$ cat config.mk
export PLATFORM = sky130hd
export DESIGN_NAME = fetch_sequencer
export DESIGN_NICKNAME = d
export VERILOG_FILES = /design/src/rtl/fetch_pkg.sv /design/src/rtl/pc_redirect_select.sv /design/src/rtl/fetch_sequencer.sv
export SDC_FILE = /design/constraint.sdc
export NUM_CORES = 1
export LEC_CHECK = 0
export CORE_MARGIN = 1
export CORE_UTILIZATION = 30
export DETAILED_ROUTE_END_ITERATION = 7
export SKIP_CTS_REPAIR_TIMING = 1
export SKIP_LAST_GASP = 1
export SYNTH_ARGS = -nofsm -noshare
export SYNTH_HDL_FRONTEND = slang
export SYNTH_SLANG_ARGS = --single-unit
$ cat constraint.sdc
create_clock -name clock -period 3 [get_ports clock]
set_input_delay 0.6 -clock clock [delete_from_list [all_inputs] [get_ports clock]]
set_output_delay 0.6 -clock clock [all_outputs]
set_load 0.005 [all_outputs]
$ cat src/rtl/fetch_pkg.sv
// rtl/fetch_pkg.sv - shared constants and state type for the fetch sequencer
package fetch_pkg;

  localparam logic [31:0] FETCH_RESET_VECTOR = 32'h0040_0000;
  localparam logic [31:0] FETCH_EXC_VECTOR   = 32'h8000_0180;
  localparam logic [31:0] PC_INCR            = 32'd4;

  typedef enum logic [1:0] {
    BOOT  = 2'd0,
    FETCH = 2'd1,
    WAIT  = 2'd2,
    HELD  = 2'd3
  } fetch_state_t;

endpackage

$ cat src/rtl/pc_redirect_select.sv
// rtl/pc_redirect_select.sv - priority select of the next fetch PC and redirect flag
// Priority exc > jump > branch; decode-stage redirects are ignored while stalled.
module pc_redirect_select
  import fetch_pkg::*;
#(
  parameter logic [31:0] EXC_VECTOR = FETCH_EXC_VECTOR
) (
  input  logic        i_stall_f,
  input  logic        i_exc_req,
  input  logic        i_jump,
  input  logic [31:0] i_jump_target,
  input  logic        i_branch_taken,
  input  logic [31:0] i_branch_target,
  input  logic [31:0] i_fetch_pc,
  output logic        o_redirect,
  output logic [31:0] o_next_pc
);

  always_comb begin
    o_redirect = 1'b1;
    o_next_pc  = i_fetch_pc + PC_INCR;
    if (i_exc_req) begin
      o_next_pc = EXC_VECTOR;
    end else if (!i_stall_f && i_jump) begin
      o_next_pc = i_jump_target;
    end else if (!i_stall_f && i_branch_taken) begin
      o_next_pc = i_branch_target;
    end else begin
      o_redirect = 1'b0;
    end
  end

endmodule

$ cat src/rtl/fetch_sequencer.sv
// rtl/fetch_sequencer.sv - fetch PC owner, imem req/ack handshake and F-stage delivery
// FETCH_EXCEPTION_EN adds the exc_req port and the EXC_VECTOR redirect.
module fetch_sequencer
  import fetch_pkg::*;
#(
  parameter logic [31:0] RESET_VECTOR = FETCH_RESET_VECTOR,
  parameter logic [31:0] EXC_VECTOR   = FETCH_EXC_VECTOR
) (
  input  logic        clock,
  input  logic        reset_n,
  input  logic        stall_f,
  input  logic        branch_taken_d,
  input  logic [31:0] branch_target_d,
  input  logic        jump_d,
  input  logic [31:0] jump_target_d,
`ifdef FETCH_EXCEPTION_EN
  input  logic        exc_req,
`endif
  output logic        imem_req,
  output logic [31:0] imem_addr,
  input  logic        imem_ack,
  input  logic [31:0] imem_rdata,
  output logic [31:0] instr_f,
  output logic [31:0] pc_f,
  output logic [31:0] pc_plus4_f,
  output logic        valid_f
);

  fetch_state_t r_state;
  logic [31:0]  r_fetch_pc;
  logic [31:0]  r_skid_instr;
  logic [31:0]  r_skid_pc;
  logic [31:0]  r_pending_target;
  logic         r_squash;
  logic [31:0]  r_instr_f;
  logic [31:0]  r_pc_f;
  logic [31:0]  r_pc_plus4_f;
  logic         r_valid_f;

  logic         w_exc_req;
  logic         w_redirect;
  logic         w_ack;
  logic [31:0]  w_next_pc;

`ifdef FETCH_EXCEPTION_EN
  assign w_exc_req = exc_req;
`else
  assign w_exc_req = 1'b0;
`endif

  // Once a request is out in WAIT it stays up with a stable address until acked.
  assign imem_req   = (r_state == WAIT) || ((r_state == FETCH) && !stall_f);
  assign imem_addr  = r_fetch_pc;
  assign w_ack      = imem_req && imem_ack;

  assign instr_f    = r_instr_f;
  assign pc_f       = r_pc_f;
  assign pc_plus4_f = r_pc_plus4_f;
  assign valid_f    = r_valid_f;

  pc_redirect_select #(
    .EXC_VECTOR(EXC_VECTOR)
  ) u_pc_redirect_select (
    .i_stall_f      (stall_f),
    .i_exc_req      (w_exc_req),
    .i_jump         (jump_d),
    .i_jump_target  (jump_target_d),
    .i_branch_taken (branch_taken_d),
    .i_branch_target(branch_target_d),
    .i_fetch_pc     (r_fetch_pc),
    .o_redirect     (w_redirect),
    .o_next_pc      (w_next_pc)
  );

  always_ff @(posedge clock or negedge reset_n) begin
    if (!reset_n) begin
      r_state          <= BOOT;
      r_fetch_pc       <= RESET_VECTOR;
      r_skid_instr     <= 32'h0;
      r_skid_pc        <= 32'h0;
      r_pending_target <= 32'h0;
      r_squash         <= 1'b0;
      r_instr_f        <= 32'h0;
      r_pc_f           <= 32'h0;
      r_pc_plus4_f     <= 32'h0;
      r_valid_f        <= 1'b0;
    end else begin
      if (!stall_f) begin
        r_valid_f <= 1'b0;
      end
      case (r_state)
        BOOT: begin
          if (w_redirect) begin
            r_fetch_pc <= w_next_pc;
          end
          r_state <= FETCH;
        end
        FETCH: begin
          if (w_redirect) begin
            if (w_ack || !imem_req) begin
              r_fetch_pc <= w_next_pc;
            end else begin
              // Unaccepted request must stay on the bus; retire it as wrong-path.
              r_squash         <= 1'b1;
              r_pending_target <= w_next_pc;
              r_state          <= WAIT;
            end
          end else if (w_ack) begin
            r_instr_f    <= imem_rdata;
            r_pc_f       <= r_fetch_pc;
            r_pc_plus4_f <= r_fetch_pc + PC_INCR;
            r_valid_f    <= 1'b1;
            r_fetch_pc   <= w_next_pc;
          end else if (imem_req) begin
            r_state <= WAIT;
          end
        end
        WAIT: begin
          if (w_ack) begin
            r_squash <= 1'b0;
            r_state  <= FETCH;
            if (w_redirect) begin
              r_fetch_pc <= w_next_pc;
            end else if (r_squash) begin
              r_fetch_pc <= r_pending_target;
            end else begin
              r_fetch_pc <= w_next_pc;
              if (!stall_f) begin
                r_instr_f    <= imem_rdata;
                r_pc_f       <= r_fetch_pc;
                r_pc_plus4_f <= r_fetch_pc + PC_INCR;
                r_valid_f    <= 1'b1;
              end else begin
                r_skid_instr <= imem_rdata;
                r_skid_pc    <= r_fetch_pc;
                r_state      <= HELD;
              end
            end
          end else if (w_redirect) begin
            r_squash         <= 1'b1;
            r_pending_target <= w_next_pc;
          end
        end
        HELD: begin
          if (w_redirect) begin
            r_fetch_pc <= w_next_pc;
            r_state    <= FETCH;
          end else if (!stall_f) begin
            r_instr_f    <= r_skid_instr;
            r_pc_f       <= r_skid_pc;
            r_pc_plus4_f <= r_skid_pc + PC_INCR;
            r_valid_f    <= 1'b1;
            r_state      <= FETCH;
          end
        end
        default: r_state <= BOOT;
      endcase
      if (w_redirect) begin
        r_valid_f <= 1'b0;
      end
    end
  end

endmodule

==> reports/metrics.cfg <==
[detailed_routing]
drtPass1Iterations = 7
viasPerCell = 5.06
drt_first_iter_violations = 719
drc_errors = 0
vias = 9671
ant_nets = 0
totalWireLength_um = 36300
wl_per_cell_um = 19.0

[clocking]
clock_sinks = 226
cts_made_buffers = 27
clk_latency_ns = 0.53
cts.path.max_buffers = 3
cts.clk_slew.worst_paths_ns = 0.06
htreeDepth = 1
clockRootBuffer = clkbuf_16
cts_tree = built

[synth]
syn_inst = 1168
synth_edf_count = 0
synth-async-reset-ratio = 1.00
yosys_register_bits = 226
ys_warn_count = 0
synth_area_um2 = 11500
yosys.cell_types.count = 62
yosysSeqAreaShare = 0.492
syn_area_per_cell_um2 = 9.84
synth.net_count = 1276
synthFlopType = dfrtp_1

[critical_path]
cp.arrival_ns = 2.23
critPathMaxFanout = 12
critPathCaptureType = primary output
crit_required_ns = 2.40
path_class = register to primary output
cp-start-kind = register

[flow_run]
max_cap_violations = 0

[sta]
timing.hold.ws_ns = 0.0262
hold_viol = 0
fin_worst_skew_ns = 0.00801
tightest_slew_ns = 0.698
slew_headroom = 0.535
report.final.slew_viol_count = 0
max_freq_mhz = 354
fin_setup_tns_ns = 0
fin_crit_sh = 0.943
grt_setup_unrepaired = false
fin_crit_ns = 2.83
setup_violations = 0
layout_setup_ws_ns = 0.172

[power_and_ir_drop]
ir_drop_uv = 434
swShare = 0.381
clock_power_share = 0.214
powerDensity_nw_per_um2 = 1020
combPwrFrac = 0.430
cell_internal_pwr_mw = 9.65
p_seq_frac = 0.355
power_mw = 15.6
p_sw_mw = 5.94
leakage_nw = 6.46

[placed_design]
dp_cells = 1860
dp_slack_ns = 0.263
place_congestion = 0.877
portBuffers = 231
dpl.hpwl_um = 26500
placedInstanceArea_um2 = 14400

[finish]
final_layout_size_suffix_gt1_frac = 0.122
area_growth_pct = 33.6
fin_nets = 1486
fillers = 3684
fin_cells = 1911
postLayoutCoreUtil = 0.408
design_area_um2 = 15300

[global_routing]
track_usage = 0.185
grt_pass1_vias = 9113
grt_max_degree = 101
overflow = 0
grt_first_pass_wirelength_um = 55900
antenna_found_initial = 1

[floorplanning]
core_area_um2 = 37700
fp.dieH_um = 198
die_w_um = 198
die_area_um2 = 39100
initial_core_util = 0.305
ioPinCount = 232
num_rows = 71

[min_path]
hp-class = input port to asynchronous set/reset pin

[status]
status = completed

cells in the mapped netlist (12+ instances only):
master	number	area [um2]
o22ai_1	12	75.1
a21oi_1	59	295
dfrtp_1	225	5630
xnor2_1	26	228
mux2i_1	73	731
nor3_1	19	95.1
xor2_1	20	175
nand2_1	173	649
nand3_1	30	150
inv_1	12	45.0
o21ai_0	162	811
nor2_1	43	161
and3_1	19	119
clkbuf_1	59	221
mux2_2	72	811
layout make-up:
class	count	area, um2	area share
well taps	511	639	0.0417
clock inverters	10	119	0.00774
diodes	1	2.50	0.000163
clock buffers	40	795	0.0518
inverters	13	48.8	0.00318
flip-flops and latches	226	5660	0.369
multi-input cells	840	5370	0.350
repair buffers	270	2720	0.177
logic make-up (layout without fill, tap and decap cells):
logic type / Yosys count / count (layout) / synth area share
AO/OA/AOI/OAI: 304 / 304 / 0.151
XOR/XNOR: 46 / 46 / 0.0351
adder cells (fa/ha/maj): 6 / 6 / 0.00653
buffers and inverters: 102 / 333 / 0.0447
flip-flops: 226 / 226 / 0.492
multiplexers: 145 / 145 / 0.134
other: 0 / 1 / 0
AND/OR/NAND/NOR: 339 / 339 / 0.137
critical path, stage by stage (launching register included):
cell and delay, ns:
dfrtp_1 0.44, inv_1 0.10, ha_1 0.40, a21oi_2 0.15
inv_1 0.11, clkdlybuf4s50_1 0.50
final timing paths:
kind                                                  start                          endpoint  slack, ns  cells past startpoint
max                                  r_state[1]$_DFFE_PN0P_                          imem_req       0.17                      5
min                                                 reset_n   r_pending_target[2]$_DFFE_PN0P_       0.03                      1
max reg2reg                       imem_addr[13]$_DFFE_PN0P_         imem_addr[29]$_DFFE_PN0P_       0.33                      6
min reg2reg                r_pending_target[29]$_DFFE_PN0P_  r_pending_target[29]$_DFFE_PN0P_       0.47                      2
max in group asynchronous                           reset_n            instr_f[2]$_DFFE_PN0P_       2.20                      2
min in group clock         r_pending_target[29]$_DFFE_PN0P_  r_pending_target[29]$_DFFE_PN0P_       0.47                      2
metal layers:
layer | part of all wire | vias to the layer above | wire length [um] | global-route usage
li1 | - | 4603 | - | -
met1 | 0.49 | 4722 | 17800 | 0.282
met2 | 0.43 | 311 | 15600 | 0.264
met3 | 0.060 | 35 | 2190 | 0.0319
met4 | 0.021 | 0 | 765 | 0.0525
met5 | 0 | - | 0 | 0
placed cells by master (no fill, tap or decap), types with 7 or more instances in the layout:
cell / netlist / routed
o21ai_0: 162 / 162
or3_1: 8 / 7
a31oi_1: 9 / 9
clkdlybuf4s50_1: 0 / 230
o211ai_1: 7 / 7
buf_4: 4 / 30
a211oi_1: 7 / 7
nor3_1: 19 / 19
mux2_2: 72 / 72
nor2_1: 43 / 43
nand2_1: 173 / 173
a21oi_1: 59 / 58
inv_1: 12 / 12
mux2i_1: 73 / 73
o22ai_1: 12 / 11
nand4_1: 11 / 11
o21a_1: 7 / 7
xnor2_1: 26 / 26
buf_12: 0 / 9
dfrtp_1: 225 / 225
and3_1: 19 / 19
nand3_1: 30 / 29
clkbuf_16: 0 / 27
nor4_1: 11 / 11
clkbuf_8: 5 / 7
xor2_1: 20 / 20
power groups by stage:
stage,clock network [mW],registers (mW),logic [mW]
finish,3.34,5.54,6.71
global route,3.55,5.72,7.36
CTS,3.42,5.52,6.76
detailed placement,0,5.57,6.74
global placement,0,5.51,6.60
floorplan,0,5.25,3.63
sequential cells by signal (all words and copies together) (netlist names):
| signal | count |
|---|---|
| r_pending_target | 32 |
| imem_addr | 32 |
| pc_plus4_f | 30 |
| r_squash | 1 |
| r_state | 2 |
| pc_f | 32 |
| instr_f | 32 |
| r_skid_pc | 32 |
| valid_f | 1 |
| r_skid_instr | 32 |
(Power assumes the default switching activity.)
